$ cat src/rtl/router_input_buffer_if.sv
// Link-side and allocator-side signals of one router input port.
// slave is the buffer; master is whatever drives the link and the allocator pop.
interface router_input_buffer_if #(
  parameter int WIDTH = 11,
  parameter int DEPTH = 8,
  parameter int CNT_W = $clog2(DEPTH + 1)
);
  logic             in_wr;
  logic [WIDTH-1:0] in_data;
  logic             in_full;
  logic             req;
  logic [WIDTH-1:0] data_out;
  logic             ready;
  logic [CNT_W-1:0] count;
  logic [CNT_W-1:0] pkt_count;
  logic             err_overflow;
  logic             err_underflow;

  modport master (
    output in_wr, in_data, ready,
    input  in_full, req, data_out, count, pkt_count, err_overflow, err_underflow
  );

  modport slave (
    input  in_wr, in_data, ready,
    output in_full, req, data_out, count, pkt_count, err_overflow, err_underflow
  );
endinterface

$ cat src/rtl/router_input_buffer.sv
// Show-ahead input FIFO that requests the allocator only once a whole packet (or a full buffer) is held.
// Write-to-data_out latency 1 cycle; writes while full are dropped and flagged, pops while empty are flagged.
module router_input_buffer #(
  parameter int WIDTH = 11,
  parameter int DEPTH = 8,
  parameter int CNT_W = $clog2(DEPTH + 1)
) (
  input logic                  clk,
  input logic                  reset_n,
  router_input_buffer_if.slave port
);
  localparam int AW = $clog2(DEPTH);

  logic [WIDTH-1:0] mem [DEPTH];
  logic [AW-1:0]    wr_ptr;
  logic [AW-1:0]    rd_ptr;
  logic [CNT_W-1:0] count_q;
  logic [CNT_W-1:0] pkt_q;
  logic             ovf_q;
  logic             unf_q;

  logic             empty;
  logic             full;
  logic             wr_acc;
  logic             rd_acc;
  logic             wr_tail;
  logic             rd_tail;
  logic [WIDTH-1:0] head;

  // full is taken from the registered count so a same-cycle pop never frees a slot for a write
  always_comb begin
    empty   = (count_q == '0);
    full    = (count_q == CNT_W'(DEPTH));
    head    = empty ? '0 : mem[rd_ptr];
    wr_acc  = port.in_wr & ~full;
    rd_acc  = port.ready & ~empty;
    wr_tail = wr_acc & port.in_data[WIDTH-1];
    rd_tail = rd_acc & head[WIDTH-1];
  end

  always_ff @(posedge clk) begin
    if (wr_acc) mem[wr_ptr] <= port.in_data;
  end

  always_ff @(posedge clk or negedge reset_n) begin
    if (!reset_n) begin
      wr_ptr  <= '0;
      rd_ptr  <= '0;
      count_q <= '0;
      pkt_q   <= '0;
      ovf_q   <= 1'b0;
      unf_q   <= 1'b0;
    end else begin
      if (wr_acc) wr_ptr <= wr_ptr + AW'(1);
      if (rd_acc) rd_ptr <= rd_ptr + AW'(1);

      case ({wr_acc, rd_acc})
        2'b10:   count_q <= count_q + CNT_W'(1);
        2'b01:   count_q <= count_q - CNT_W'(1);
        default: count_q <= count_q;
      endcase

      case ({wr_tail, rd_tail})
        2'b10:   pkt_q <= pkt_q + CNT_W'(1);
        2'b01:   pkt_q <= pkt_q - CNT_W'(1);
        default: pkt_q <= pkt_q;
      endcase

      if (port.in_wr & full)  ovf_q <= 1'b1;
      if (port.ready & empty) unf_q <= 1'b1;
    end
  end

  // A full buffer with no tail requests anyway so an over-long packet can cut through
  assign port.req           = (pkt_q != '0) | full;
  assign port.data_out      = head;
  assign port.in_full       = full;
  assign port.count         = count_q;
  assign port.pkt_count     = pkt_q;
  assign port.err_overflow  = ovf_q;
  assign port.err_underflow = unf_q;
endmodule

$ cat src/flat_wrapper.sv
// flat-port wrapper written by rule: the top's interface ports become plain ports
module router_input_buffer_flat 
#(
  parameter int WIDTH = 11,
  parameter int DEPTH = 8,
  parameter int CNT_W = $clog2(DEPTH + 1)
)
  (clk, reset_n, port_in_wr, port_in_data, port_ready, port_in_full, port_req, port_data_out, port_count, port_pkt_count, port_err_overflow, port_err_underflow);
  router_input_buffer_if #(.WIDTH(WIDTH), .DEPTH(DEPTH), .CNT_W(CNT_W)) port_i ();
  input logic clk;
  input logic reset_n;
  input wire logic [$bits(port_i.in_wr)-1:0] port_in_wr;
  input wire logic [$bits(port_i.in_data)-1:0] port_in_data;
  input wire logic [$bits(port_i.ready)-1:0] port_ready;
  output wire logic [$bits(port_i.in_full)-1:0] port_in_full;
  output wire logic [$bits(port_i.req)-1:0] port_req;
  output wire logic [$bits(port_i.data_out)-1:0] port_data_out;
  output wire logic [$bits(port_i.count)-1:0] port_count;
  output wire logic [$bits(port_i.pkt_count)-1:0] port_pkt_count;
  output wire logic [$bits(port_i.err_overflow)-1:0] port_err_overflow;
  output wire logic [$bits(port_i.err_underflow)-1:0] port_err_underflow;
  assign port_i.in_wr = port_in_wr;
  assign port_i.in_data = port_in_data;
  assign port_i.ready = port_ready;
  assign port_in_full = port_i.in_full;
  assign port_req = port_i.req;
  assign port_data_out = port_i.data_out;
  assign port_count = port_i.count;
  assign port_pkt_count = port_i.pkt_count;
  assign port_err_overflow = port_i.err_overflow;
  assign port_err_underflow = port_i.err_underflow;
  router_input_buffer #(.WIDTH(WIDTH), .DEPTH(DEPTH), .CNT_W(CNT_W)) u_core (.clk(clk), .reset_n(reset_n), .port(port_i));
endmodule
$ cat config.mk
export PLATFORM = sky130hd
export DESIGN_NAME = router_input_buffer_flat
export DESIGN_NICKNAME = d
export VERILOG_FILES = /design/src/rtl/router_input_buffer_if.sv /design/src/rtl/router_input_buffer.sv /design/src/flat_wrapper.sv
export SDC_FILE = /design/constraint.sdc
export NUM_CORES = 1
export LEC_CHECK = 0
export CORE_MARGIN = 3
export CORE_UTILIZATION = 45
export CTS_CLUSTER_SIZE = 12
export DETAILED_ROUTE_END_ITERATION = 12
export PLACE_DENSITY = 0.67
export SLEW_MARGIN = 20
export SYNTH_ARGS = -nofsm -noshare
export SYNTH_HDL_FRONTEND = slang
export SYNTH_SLANG_ARGS = --single-unit
$ cat constraint.sdc
create_clock -name clk -period 4.4 [get_ports clk]
set_clock_uncertainty 0.1 [all_clocks]
set_input_delay 0.88 -clock clk [delete_from_list [all_inputs] [get_ports clk]]
set_output_delay 0.88 -clock clk [all_outputs]
set_load 0.03 [all_outputs]
==> results.cfg <==
[pwr]
pwr-share-seq = 0.399
p_per_area_mw_per_mm2 = 703.9
vdd_drop_max_uv = 311.5
clkPwrFrac = 0.148
intPower_w = 0.002239
power_w = 0.003578
switching_power_w = 0.001339
switching_share = 0.3743
leakagePower_nw = 1.713
share_comb_of_total_power = 0.454

[routing]
firstDrtPassIters = 4
antenna_left = 0
num_vias = 2252
viasPerCell = 5.362
drcViolationCount = 0
routed_wl_um = 8008
wl_per_cell_um = 19.07
drtIter0Drc = 77

[sta]
finalHoldViolations = 0
slew_headroom = 0.4726
fmax_ghz = 0.2734
worst_pin_slew_ns = 0.7887
grt_setup_unrepaired = false
tns_ns = 0
layout_min_cycle_time_ns = 3.658
setup_viol = 0
hold_ws_ns = 0.3694
post-route-period-util = 0.8313
slew_violations = 0

[die]
die_h_um = 104.2
core_mm2 = 0.009284
row_count = 35
die_width_um = 104.2
fp.dieArea_mm2 = 0.01085
boundaryPins = 38
start_util = 0.4671

[synthesis]
synth_edf_count = 88
yosys_warnings = 0
yosys.area.top_type = edfxtp_1
synthMostInstantiatedCell = edfxtp_1
synth_top_area_frac = 0.6093
syn_nets = 262
ys_seq_elements = 104
yosys-top-cells-area = edfxtp_1 (61%), mux4_2 (11%), dfrtp_1 (9.2%), ha_1 (2.3%), a22o_1 (1.8%)
yosys-top-cells-count = edfxtp_1 (88), mux4_2 (22), dfrtp_1 (16)
syn_inst = 237
seq_area_frac_synth = 0.7017
synth.distinct_cells = 34
synth_area_mm2 = 0.004337
avgSynthCellArea_um2 = 18.30
ys.flop_type = edfxtp_1
synthArstFlopShare = 0.1538

[placement]
portBuffers = 37
hpwl_um = 4991
gp_congestion = 0.7386

[hold_path]
hp-class = flip-flop to flip-flop

[clock_network]
post_cts_resized = 0
cts_tree = done
path_clk_slew_ns = 0.10
cts_made_buffers = 9
clockBufferDepth = 2
clock-root-buffer = clkbuf_8
cts_hold_buf = 0
cts_setup_buffers = 0
h-tree-depth = 3
insertion_delay_ns = 0.35
cts_num_sinks = 104

[critical_path]
crit_fanout = 15
worst_setup_path_start_kind = flip-flop
critPathKind = flip-flop to output port
critPathCapture = port_data_out[10]
r2r_setup_slack_ns = 0.94
crit_start = u_core.rd_ptr[1]
r2r_end = u_core.port.pkt_count[3]
r2r-start = u_core.rd_ptr[1]
critPathRequiredTime_ns = 3.42
worstSetupEndpointType = output port
worstPathArrival_ns = 2.68
reg2reg_depth = 8

[grt]
grt_usage = 0.1578
gr-total-overflow = 0
grt_first_pass_wirelength_um = 13000
antenna_found_initial = 0
grt_max_degree = 22
grt_pass1_vias = 2405

[finish]
final_util = 0.5474
synthToLayoutAreaGrowth_pct = 17.20
nets = 311
drive_gt1_frac = 0.2027
antenna_cells = 0

[outcome]
outcome = complete, no violations

[flow_run]
drv_cap = 0
-- how the worst min path moves through the flow --
stage	from	to	slack (ns)	depth (start not counted)
5_1_grt	u_core.port.err_underflow	u_core.port.err_underflow	0.42	1
4_1_cts	u_core.port.err_overflow	u_core.port.err_overflow	0.37	1
6_report	u_core.port.err_underflow	u_core.port.err_underflow	0.37	1
2_1_floorplan	u_core.wr_ptr[0]	u_core.wr_ptr[0]	0.38	1
3_5_place_dp	u_core.port.err_overflow	u_core.port.err_overflow	0.34	1
3_3_place_gp	u_core.port.err_overflow	u_core.port.err_overflow	0.34	1
-- metal layers --
metal  routed length, µm  part of all wire  GRT usage  vias to the layer above
met3                 263             0.033    0.02483                        6
met2                3859              0.48     0.2512                       49
met1                3785              0.47     0.2176                     1158
met5                   0                 0          0                        -
li1                    -                 -          -                     1039
met4                 101             0.013    0.06743                        0
-- cell type report --
class / instances / area, µm²
fillers: 765 / 4202
flip-flops and latches: 104 / 3043
multi-input cells: 113 / 1215
repair buffers: 48 / 452.9
well taps: 129 / 161.4
clock buffers: 10 / 127.6
clock inverters: 6 / 45.04
inverters: 10 / 37.54
-- state kept, by name, indices dropped and copies added, names as in the netlist --
| register | count |
|---|---|
| u_core.port.pkt_count | 4 |
| u_core.wr_ptr | 3 |
| u_core.port.count | 4 |
| u_core.port.err_overflow | 1 |
| u_core.port.err_underflow | 1 |
| u_core.mem | 88 |
| u_core.rd_ptr | 3 |
-- power groups by stage --
stage / registers, W / clock network [W] / logic (W)
after floorplan: 0.00147 / 0 / 0.00106
after global placement: 0.00144 / 0 / 0.00162
after detailed placement: 0.00145 / 0 / 0.00164
after CTS: 0.00143 / 0.000549 / 0.00165
after global routing: 0.00145 / 0.000586 / 0.00175
final: 0.00143 / 0.000528 / 0.00162
-- cells by family (layout without fill, tap and decap cells) --
logic type,Yosys count,after routing,share of synthesized area
adder cells (fa/ha/maj),10,10,0.03232
multiplexers,28,28,0.1293
buffers and inverters,20,74,0.02048
AO/OA/AOI/OAI,25,25,0.04472
XOR/XNOR,8,8,0.01616
flip-flops,104,104,0.7017
AND/OR/NAND/NOR,42,42,0.05540
-- through the flow --
stage | cells | instance area [µm²] | setup WS, ns
2_1_floorplan | 237 | 4337 | 1.371
3_3_place_gp | 404 | 4910 | 0.9714
3_5_place_dp | 404 | 4910 | 0.9367
4_1_cts | 420 | 5082 | 0.6780
5_1_grt | 420 | 5082 | 0.6154
6_report | 420 | 5082 | 0.7424
-- cells in the final DEF (no fill, tap or decap), types with 3 or more instances in the layout --
cell              n
clkinvlp_4        4
o21ai_0           3
nor2_1            9
a22o_1            9
edfxtp_1         88
mux2_2            4
ha_1              8
nor3b_1           6
nand3_1           8
clkbuf_8          9
nand2_1           6
mux4_2           22
clkdlybuf4s50_1  37
inv_1            10
buf_4            11
a21oi_1           4
xnor2_1           6
dfrtp_1          16
-- critical path, stage by stage (launching register included) --
cell             delay, ns
dfrtp_1               0.79
mux4_2                0.58
mux2i_1               0.25
nor2_1                0.09
clkdlybuf4s50_1       0.62
No activity file was read; power rests on OpenSTA's default activity.
